--- config.mk ---
export PLATFORM = sky130hd
export DESIGN_NAME = mux_sel_sequencer_flat
export DESIGN_NICKNAME = d
export VERILOG_FILES = /design/src/rtl/mux_sel_sequencer_pkg.sv /design/src/rtl/mux_sel_sequencer_if.sv /design/src/rtl/mux_sel_sequencer_onehot_dec.sv /design/src/rtl/mux_sel_sequencer.sv /design/src/flat_wrapper.sv
export SDC_FILE = /design/constraint.sdc
export NUM_CORES = 1
export LEC_CHECK = 0
export BUFFER_PORTS_ARGS = -buffer_cell sky130_fd_sc_hd__buf_2
export CAP_MARGIN = 20
export CORE_MARGIN = 2
export CORE_UTILIZATION = 30
export DETAILED_ROUTE_END_ITERATION = 8
export PLACE_DENSITY = 0.58
export SETUP_SLACK_MARGIN = 0.15
export SYNTH_ARGS = -nofsm -noshare
export SYNTH_HDL_FRONTEND = slang
export SYNTH_SLANG_ARGS = --single-unit
export TNS_END_PERCENT = 100
--- constraint.sdc ---
create_clock -name clk -period 2.07 [get_ports clk]
set_input_delay 0.3105 -clock clk [delete_from_list [all_inputs] [get_ports clk]]
set_output_delay 0.3105 -clock clk [all_outputs]
set_load 0.01 [all_outputs]
--- src/rtl/mux_sel_sequencer_pkg.sv ---
// mux_seq_pkg: shared types and defaults
// for the break-before-make select sequencer.
package mux_seq_pkg;

  typedef enum logic [1:0] {
    IDLE,
    DEAD,
    SETTLE
  } state_t;

  // Flag stored beside the latched target index.
  localparam logic TGT_NONE  = 1'b1;
  localparam logic TGT_VALID = 1'b0;

  localparam int DEF_N_CH       = 4;
  localparam int DEF_DEAD_CYC   = 2;
  localparam int DEF_SETTLE_CYC = 4;
  localparam int DEF_CNT_W      = 8;

endpackage

--- src/rtl/mux_sel_sequencer_if.sv ---
// mux_sel_sequencer_if: command strobe and
// select/status bundle of the sequencer.
interface mux_sel_sequencer_if #(
  parameter int N_CH = 4
);
  localparam int CW = $clog2(N_CH);

  logic          req;
  logic          off;
  logic [CW-1:0] ch;
  logic          busy;
  logic          done;
  logic          err;
  logic [N_CH-1:0] sel;
  logic [CW-1:0] cur_ch;
  logic          connected;

  modport master (
    output req, off, ch,
    input  busy, done, err,
    input  sel, cur_ch, connected
  );

  modport slave (
    input  req, off, ch,
    output busy, done, err,
    output sel, cur_ch, connected
  );
endinterface

--- src/rtl/mux_sel_sequencer_onehot_dec.sv ---
// onehot_dec: binary index to one-hot.
// Out-of-range indices decode to all zeros.
module onehot_dec #(
  parameter int N = 4,
  parameter int W = $clog2(N)
) (
  input  logic [W-1:0] idx,
  output logic [N-1:0] oh
);

  // Compare the index against every output position.
  always_comb begin
    oh = '0;
    for (int i = 0; i < N; i++) begin
      oh[i] = (idx == W'(i));
    end
  end

endmodule

--- src/rtl/mux_sel_sequencer.sv ---
// mux_sel_sequencer: break-before-make select
// driver with dead time and settle time.
module mux_sel_sequencer
  import mux_seq_pkg::*;
#(
  parameter int N_CH       = DEF_N_CH,
  parameter int DEAD_CYC   = DEF_DEAD_CYC,
  parameter int SETTLE_CYC = DEF_SETTLE_CYC,
  parameter int CNT_W      = DEF_CNT_W
) (
  input logic clk,
  input logic rst_n,
  mux_sel_sequencer_if.slave bus
);

  localparam int CW = $clog2(N_CH);
  localparam logic [CNT_W-1:0] DEAD_LD =
    CNT_W'(DEAD_CYC - 1);
  localparam logic [CNT_W-1:0] SETTLE_LD =
    CNT_W'(SETTLE_CYC - 1);

  state_t state_q, state_d;
  logic [CNT_W-1:0] cnt_q, cnt_d;
  logic [CW-1:0] tgt_q, tgt_d;
  logic none_q, none_d;

  logic [N_CH-1:0] sel_q, sel_d;
  logic busy_q, busy_d;
  logic done_q, done_d;
  logic err_q, err_d;
  logic [CW-1:0] cur_q, cur_d;
  logic conn_q, conn_d;

  logic ch_ok;
  logic cnt_zero;
  logic go_off, go_conn;
  logic go_same, go_err;
  logic [N_CH-1:0] tgt_oh;

  // Indices past N_CH exist only for
  // non-power-of-two channel counts.
  if (N_CH == (1 << CW)) begin : g_pow2
    assign ch_ok = 1'b1;
  end else begin : g_npow2
    assign ch_ok = (bus.ch < CW'(N_CH));
  end

  onehot_dec #(
    .N (N_CH),
    .W (CW)
  ) u_dec (
    .idx (tgt_q),
    .oh  (tgt_oh)
  );

  assign cnt_zero = (cnt_q == '0);

  // Classify an IDLE request.
  always_comb begin
    go_off  = bus.req & bus.off;
    go_conn = 1'b0;
    go_same = 1'b0;
    go_err  = 1'b0;
    if (bus.req && !bus.off) begin
      go_err  = !ch_ok;
      go_same = ch_ok & conn_q &
                (bus.ch == cur_q);
      go_conn = ch_ok & !go_same;
    end
  end

  // State, counter and registered outputs.
  always_ff @(posedge clk or negedge rst_n) begin
    if (!rst_n) begin
      state_q <= IDLE;
      cnt_q   <= '0;
      tgt_q   <= '0;
      none_q  <= TGT_VALID;
      sel_q   <= '0;
      busy_q  <= 1'b0;
      done_q  <= 1'b0;
      err_q   <= 1'b0;
      cur_q   <= '0;
      conn_q  <= 1'b0;
    end else begin
      state_q <= state_d;
      cnt_q   <= cnt_d;
      tgt_q   <= tgt_d;
      none_q  <= none_d;
      sel_q   <= sel_d;
      busy_q  <= busy_d;
      done_q  <= done_d;
      err_q   <= err_d;
      cur_q   <= cur_d;
      conn_q  <= conn_d;
    end
  end

  // Next state, dead/settle counter, target latch.
  always_comb begin
    state_d = state_q;
    cnt_d   = cnt_q;
    tgt_d   = tgt_q;
    none_d  = none_q;
    case (state_q)
      IDLE: begin
        unique case (1'b1)
          go_off: begin
            state_d = DEAD;
            cnt_d   = DEAD_LD;
            none_d  = TGT_NONE;
          end
          go_conn: begin
            state_d = DEAD;
            cnt_d   = DEAD_LD;
            tgt_d   = bus.ch;
            none_d  = TGT_VALID;
          end
          default: ;
        endcase
      end
      DEAD: begin
        if (!cnt_zero) begin
          cnt_d = cnt_q - CNT_W'(1);
        end else if (none_q == TGT_NONE) begin
          state_d = IDLE;
        end else begin
          state_d = SETTLE;
          cnt_d   = SETTLE_LD;
        end
      end
      SETTLE: begin
        if (!cnt_zero) begin
          cnt_d = cnt_q - CNT_W'(1);
        end else begin
          state_d = IDLE;
        end
      end
      default: state_d = IDLE;
    endcase
  end

  // Next values of the registered outputs.
  always_comb begin
    sel_d  = sel_q;
    busy_d = busy_q;
    done_d = 1'b0;
    err_d  = 1'b0;
    cur_d  = cur_q;
    conn_d = conn_q;
    case (state_q)
      IDLE: begin
        unique case (1'b1)
          go_off: begin
            sel_d  = '0;
            conn_d = 1'b0;
            busy_d = 1'b1;
          end
          go_conn: begin
            sel_d  = '0;
            conn_d = 1'b0;
            busy_d = 1'b1;
          end
          go_same: done_d = 1'b1;
          go_err:  err_d  = 1'b1;
          default: ;
        endcase
      end
      DEAD: begin
        if (cnt_zero) begin
          if (none_q == TGT_NONE) begin
            done_d = 1'b1;
            busy_d = 1'b0;
          end else begin
            sel_d  = tgt_oh;
            cur_d  = tgt_q;
            conn_d = 1'b1;
          end
        end
      end
      SETTLE: begin
        if (cnt_zero) begin
          done_d = 1'b1;
          busy_d = 1'b0;
        end
      end
      default: ;
    endcase
  end

  assign bus.sel       = sel_q;
  assign bus.busy      = busy_q;
  assign bus.done      = done_q;
  assign bus.err       = err_q;
  assign bus.cur_ch    = cur_q;
  assign bus.connected = conn_q;

endmodule

--- src/flat_wrapper.sv ---
// flat-port wrapper written by rule: the top's interface ports become plain ports
module mux_sel_sequencer_flat import mux_seq_pkg::*;
#(
  parameter int N_CH       = DEF_N_CH,
  parameter int DEAD_CYC   = DEF_DEAD_CYC,
  parameter int SETTLE_CYC = DEF_SETTLE_CYC,
  parameter int CNT_W      = DEF_CNT_W
)
  (clk, rst_n, bus_req, bus_off, bus_ch, bus_busy, bus_done, bus_err, bus_sel, bus_cur_ch, bus_connected);
  mux_sel_sequencer_if #(.N_CH(N_CH)) bus_i ();
  input logic clk;
  input logic rst_n;
  input wire logic [$bits(bus_i.req)-1:0] bus_req;
  input wire logic [$bits(bus_i.off)-1:0] bus_off;
  input wire logic [$bits(bus_i.ch)-1:0] bus_ch;
  output wire logic [$bits(bus_i.busy)-1:0] bus_busy;
  output wire logic [$bits(bus_i.done)-1:0] bus_done;
  output wire logic [$bits(bus_i.err)-1:0] bus_err;
  output wire logic [$bits(bus_i.sel)-1:0] bus_sel;
  output wire logic [$bits(bus_i.cur_ch)-1:0] bus_cur_ch;
  output wire logic [$bits(bus_i.connected)-1:0] bus_connected;
  assign bus_i.req = bus_req;
  assign bus_i.off = bus_off;
  assign bus_i.ch = bus_ch;
  assign bus_busy = bus_i.busy;
  assign bus_done = bus_i.done;
  assign bus_err = bus_i.err;
  assign bus_sel = bus_i.sel;
  assign bus_cur_ch = bus_i.cur_ch;
  assign bus_connected = bus_i.connected;
  mux_sel_sequencer #(.N_CH(N_CH), .DEAD_CYC(DEAD_CYC), .SETTLE_CYC(SETTLE_CYC), .CNT_W(CNT_W)) u_core (.clk(clk), .rst_n(rst_n), .bus(bus_i));
endmodule
==> metrics, run 1 <==
outcome=complete, but fails checks; failing checks=setup timing; sequential cell area fraction in the yosys report=a little over two fifths; vias post-DR=1011; Initial Util=31.24%; Clock Pin Slew Worst Setup and Hold Paths=around 80 ps; Post-DP HPWL=2009 µm; largest net degree at the start of global routing=23; #FFs+latches synth=22; RePlAce Congestion=slightly below 0.8; CP delay by family, top=simple AND/OR/NAND/NOR gates; Arr. time, crit path=2230 ps; Worst Path Buf+Inv=1; Detail Route Antenna Nets=0; Post-synth EDFFs=0; ys async rst share=100.0%; Layout Nets=approximately 170; Chip Width=68.78 µm; Ys Warns=0; crit path time final=2076 ps; CP Capture Type=flip-flop; worst skew pair latency=between 200 and 300 ps; Max-Cap Viols=0; slowest CP cell=or4b_4; Avg Synthesized Cell Area=10.49 µm²; first-pass GRT wire length=4278 µm; met2 Usage GRT=about a fifth; vias in the first global route=roughly 950; post-synth cell types=38; final period utilization=100.3%; routed len/inst=13.57 µm; RSZ-0062 raised after global routing=yes; Tightest Pin Transition=slightly above 500 ps; Max VDD drop=approximately 850 µV; mapped cell area=0.001259 mm²; gr busiest metal=met2; Syn Inst Count=120; CTS sink cnt=22; Setup TNS=-9.584 ps; share of cells above drive strength 1=43.51%; FP Rows=23; Die Height=between 60 and 70 µm; Rel. slew slack=65.96%; 1st-pass router iterations=4; num ports=16; critical path, cell by cell=inv_2 > ha_4 > or4b_4 > nor2_8 > nand2_4 > a21oi_4 > mux2_4; Final Max Tran Viols=0; routed vias/inst=4.956; # port buffers=14; synth-to-layout area growth=33.40%; Total GRT Usage=12.35%; drt total wl=2768 µm; Hold-fix buffers, CTS=0; final setup margin=-5.883 ps; number of antenna violations at the first check in global routing=0; clock root buffer=clkbuf_8; hold crit path type=input pin to async pin; final hold viol count=0; FILL cells=just under 400; PwrDens=1819 mW/mm²; Core Util, Final=41.68%; initial DRC count=13; Top FF cell, synth=dfrtp_1; grt met1 use=15.91%; max incr delay on CP=around 500 ps; TritonCTS clock tree=built; Net Count, Synth=131; critical path required time=roughly 2200 ps; core area=~0.0040 mm²; Die Area=0.004730 mm²; final clock skew=1.408 ps; Longest Clk Path Bufs=2; htree depth=1; CP Max Fanout=5; total grt overflow=0; leak pwr=0.7924 nW; antenna cells=0; GR Util met3=2.273%; dpl ws=-19.60 ps; DRC errors left=0; TritonCTS buffer count=3; # setup viols final=3; fmax=0.4817 GHz; Worst Setup Start Kind=flip-flop; Setup Crit Path Kind=flip-flop to flip-flop
==> final timing paths <==
path	end	slack [ps]	startpoint	depth (start not counted)
setup / recovery	u_core.bus.sel[3]	-6	u_core.cnt_q[1]	7
hold / removal	u_core.cnt_q[2]	4	rst_n	1
setup reg to reg	u_core.bus.sel[3]	-6	u_core.cnt_q[1]	7
hold reg to reg	u_core.bus.sel[0]	510	u_core.bus.sel[0]	1
max in group asynchronous	u_core.cnt_q[6]	1720	rst_n	1
min in group clk	u_core.tgt_q[1]	300	bus_ch[1]	2
==> metal layers <==
layer | vias to the layer above | share of wire, %
li1 | 498 | -
met1 | 498 | 45
met2 | 13 | 52
met3 | 2 | 2.4
met4 | 0 | 0.69
met5 | - | 0
==> timing repair <==
item | CTS | global route
pin swaps | 1 | 9
setup buffers | 0 | 9
hold endpoints to repair | 0 | 0
resized for setup | 1 | 21
setup endpoints to repair | 13 | 16
==> synth_stat cells (all sizes together), types with 2 or more instances <==
cell / number / area (µm²)
dfrtp: 22 / 550.5
mux2: 9 / 101.4
nand2: 9 / 41.29
nor2: 9 / 50.05
o21ai: 9 / 45.04
a21oi: 8 / 51.30
inv: 7 / 26.28
o2bb2ai: 6 / 52.55
ha: 5 / 62.56
nor3: 5 / 30.03
buf: 3 / 23.77
nand2b: 3 / 18.77
nor3b: 3 / 22.52
or3: 3 / 22.52
nor4: 2 / 12.51
xor2: 2 / 17.52
==> layout make-up <==
cell class	instances	area, µm²	share of cell area (%)
clock inverter	1	30.03	1.788
tap	50	62.56	3.726
timing repair buffer	33	216.5	12.89
clock buffer	3	41.29	2.459
sequential	22	550.5	32.79
multi-input combinational	88	752.0	44.78
inverter	7	26.28	1.565
==> per-stage QoR <==
step           cells  area (µm²)  hold slack, ps  total power, mW
6_report         204        1679           4.490            3.055
5_1_grt          204        1679           34.40            3.287
4_1_cts          195        1519           19.85            2.674
3_5_place_dp     191        1443           313.4            2.256
3_3_place_gp     191        1443           305.5            2.216
2_1_floorplan    120        1259           14.91            1.836
==> power breakdown <==
part | internal (mW) | switching [mW] | total, mW | leakage [nW]
clock network | 0.258 | 0.147 | 0.405 | 0.0357
logic | 0.944 | 0.934 | 1.88 | 0.473
registers | 0.611 | 0.161 | 0.771 | 0.284
==> registers in the layout, summed over array words and instances, names as in the netlist <==
name                  cells
u_core.bus.done           1
u_core.bus.busy           1
u_core.cnt_q              8
u_core.bus.sel            4
u_core.bus.connected      1
u_core.none_q             1
u_core.tgt_q              2
u_core.bus.cur_ch         2
u_core.state_q            2
==> layout by cell type (no fill, tap or decap), drive strengths merged, types with 2 or more instances in the layout <==
cell     netlist  routed
buf            3      33
dfrtp         22      22
nand2          9       9
o21ai          9       9
nor2           9       9
mux2           9       9
a21oi          8       8
inv            7       7
o2bb2ai        6       6
ha             5       5
nor3           5       5
nor3b          3       3
or3            3       3
nand2b         3       3
clkbuf         0       3
xor2           2       2
nor4           2       2
==> cell families (layout without fill, tap and decap cells) <==
family | count (synthesis) | in the layout | synth area share (%)
XOR/XNOR | 2 | 2 | 1.392
buffers and inverters | 10 | 44 | 3.976
AND/OR/NAND/NOR | 42 | 42 | 20.68
other | 1 | 1 | 0.2979
multiplexers | 10 | 10 | 8.847
adder cells (fa/ha/maj) | 5 | 5 | 4.970
AO/OA/AOI/OAI | 28 | 28 | 16.10
flip-flops | 22 | 22 | 43.74
==> worst reg2reg max path, cell delays in order (launching register included) <==
cell     delay [ps]
dfrtp_1         400
inv_2            90
ha_4            130
or4b_4          510
nor2_8          160
nand2_4          70
a21oi_4         280
mux2_4          330
No activity file was read; power rests on OpenSTA's default activity.
==> inputs of run 2 (changes only) <==
--- a/config.mk
+++ b/config.mk
@@ -5,13 +5,16 @@
 export SDC_FILE = /design/constraint.sdc
 export NUM_CORES = 1
 export LEC_CHECK = 0
+export ABC_CLOCK_PERIOD_IN_PS = 2070
 export BUFFER_PORTS_ARGS = -buffer_cell sky130_fd_sc_hd__buf_2
 export CAP_MARGIN = 20
 export CORE_MARGIN = 2
 export CORE_UTILIZATION = 30
 export DETAILED_ROUTE_END_ITERATION = 8
+export HOLD_SLACK_MARGIN = 0.05
 export PLACE_DENSITY = 0.58
 export SETUP_SLACK_MARGIN = 0.15
+export SKIP_LAST_GASP = 1
 export SYNTH_ARGS = -nofsm -noshare
 export SYNTH_HDL_FRONTEND = slang
 export SYNTH_SLANG_ARGS = --single-unit
==> metrics, run 2 (synthesis gave the netlist of run 1 again) <==
Worst Path Buf+Inv=1 (unchanged); final clock skew=1.647 ps (+0.2386 ps); Final Max Tran Viols=0 (unchanged); worst skew pair latency=260 ps (about the same); Total GRT Usage=12.38% (+0.034 points); Reg power frac=25.4% (about the same); FP Rows=23 (unchanged); core area=0.004029 mm² (unchanged); total grt overflow=0 (unchanged); placed cells=191 (unchanged); Arr. time, crit path=2220 ps (about the same); DRC errors left=0 (unchanged); clock root buffer=clkbuf_8; initial DRC count=9 (-4); CP Capture Type=flip-flop; routed len/inst=13.35 µm (-1.6%); outcome=finished clean; flop-to-flop setup slack=2 ps (about the same); Biggest register=u_core.cnt_q; vias in the first global route=953 (+0.21%); hold_sp=bus_ch[1]; largest net degree at the start of global routing=23 (unchanged); Longest Clk Path Bufs=2 (unchanged); fmax=0.4836 GHz (+0.38%); RSZ-0062 raised after global routing=yes; most common cell after layout, fill and taps aside=dfrtp_1; drt total wl=2736 µm (-1.2%); Tightest Pin Transition=511.7 ps (+1.198 ps); Setup TNS=0 ps (+9.584 ps); Placed Area=0.001443 mm² (unchanged); FILL cells=394 (+1.0%); leak pwr=0.7927 nW (about the same); Chip Width=68.78 µm (unchanged); Layout Nets=167 (+0.60%); CTS sink cnt=22 (unchanged); R2R Path End=u_core.bus.sel[3]; final hold viol count=0 (unchanged); Setup Crit Path Kind=flip-flop to flip-flop; commonest non-fill, non-tap cells in the layout=dfrtp_1 (22), buf_4 (18), buf_2 (14), nand2_1 (8), o21ai_0 (8); final period utilization=99.90% (-0.38 points); slowest CP cell=or4b_4; Detail Route Antenna Nets=0 (unchanged); first-pass GRT wire length=4291 µm (+0.30%); Worst Setup Start Kind=flip-flop; share of cells above drive strength 1=41.94% (-1.6 points); num ports=16 (unchanged); Die Height=68.78 µm (unchanged); NetSw=1.210 mW (-2.5%); RePlAce Congestion=0.7930 (unchanged); footprint of the multi-input gates=734.5 µm² (-2.3%); FF-to-FF Start=u_core.cnt_q[1]; hold crit path type=input pin to flip-flop; Max-Cap Viols=0 (unchanged); internal power=1.801 mW (-0.71%); max incr delay on CP=510 ps (about the same); Rel. slew slack=65.88% (-0.080 points); # setup viols final=0 (-3); # port buffers=14 (unchanged); number of antenna violations at the first check in global routing=0 (unchanged); sequential cell area=550.5 µm² (unchanged); vias post-DR=1015 (+0.40%); sw frac=40.19% (-0.44 points); crit path time final=2068 ps (-7.896 ps); PwrDens=1801 mW/mm² (-0.99%); CP delay by family, top=simple AND/OR/NAND/NOR gates; WHS=303.9 ps (+299.4 ps); Initial Util=31.24% (unchanged); Post-DP HPWL=2009 µm (unchanged); Post-Layout Cell Count=205 (+0.49%); Final Power=3.011 mW (-1.4%); Logic pwr share=61.1% (-0.4 points); R2R cell count=7 (unchanged); Clock Pin Slew Worst Setup and Hold Paths=80 ps (about the same); TritonCTS buffer count=3 (unchanged); Max VDD drop=855.7 µV (+0.74%); max reg flops=8 (unchanged); worst hold path stage count=2; htree depth=1 (unchanged); clock share of power=13.5% (+0.2 points); Die Area=0.004730 mm² (unchanged); antenna cells=0 (unchanged); routed vias/inst=4.951 (about the same); critical path required time=2220 ps (about the same); Hold Path End=u_core.tgt_q[1]; CP Max Fanout=5 (unchanged); Final Instance Area=0.001672 mm² (-0.45%); TritonCTS clock tree=built; synth-to-layout area growth=32.80%; 1st-pass router iterations=4 (unchanged); critical path, cell by cell=inv_2 > ha_4 > or4b_4 > nor2_8 > nand2_4 > a21oi_4 > mux2_4
==> run 2: per-layer routing <==
layer / part of all wire [%] / wire, µm / global-route usage [%]
met5: 0 / 0 / 0
met4: 0.69 / 19 / 5.637
met3: 2.8 / 77 / 2.273
met2: 52 / 1423 / 20.07
met1: 44 / 1216 / 16.01
==> run 2: through the flow <==
stage,worst slack (ps),util [%]
finish,2.013,41.49
global placement,5.617,35.81
global route,-65.50,41.49
detailed placement,-19.60,35.81
floorplan,68.95,-
CTS,-6.603,37.95
==> run 2: power groups by stage <==
stage | Sequential (mW) | Clock (mW) | Combinational, mW
6_report | 0.765 | 0.405 | 1.84
5_1_grt | 0.797 | 0.434 | 2.02
3_3_place_gp | 0.761 | 0 | 1.45
3_5_place_dp | 0.765 | 0 | 1.49
2_1_floorplan | 0.775 | 0 | 1.06
4_1_cts | 0.757 | 0.414 | 1.50
==> run 2: layout make-up <==
type                    instances  share of cell area [%]
inverters                       7                   1.572
clock buffers                   3                   2.470
flip-flops and latches         22                   32.93
multi-input cells              88                   43.94
clock inverters                 1                   1.796
well taps                      50                   3.743
repair buffers                 34                   13.55
==> run 2: worst max path at each step <==
| stage | startpoint | endpoint | slack [ps] | cells after the start |
|---|---|---|---|---|
| 6_report | u_core.cnt_q[1] | u_core.bus.sel[3] | 2 | 7 |
| 5_1_grt | u_core.cnt_q[1] | u_core.bus.sel[3] | -70 | 7 |
| 4_1_cts | u_core.cnt_q[1] | u_core.bus.sel[1] | -7 | 7 |
| 3_5_place_dp | u_core.cnt_q[1] | u_core.bus.sel[3] | -20 | 7 |
| 3_3_place_gp | u_core.state_q[1] | u_core.cnt_q[6] | 6 | 7 |
| 2_1_floorplan | u_core.cnt_q[0] | u_core.bus.connected | 70 | 7 |
==> run 2: what timing repair did <==
item,CTS,global route
hold buffers,1,0
pin swaps,1,9
gates resized for setup,1,18
setup buffers,0,9
endpoints found under the setup margin,13,16
hold endpoints to repair,22,0
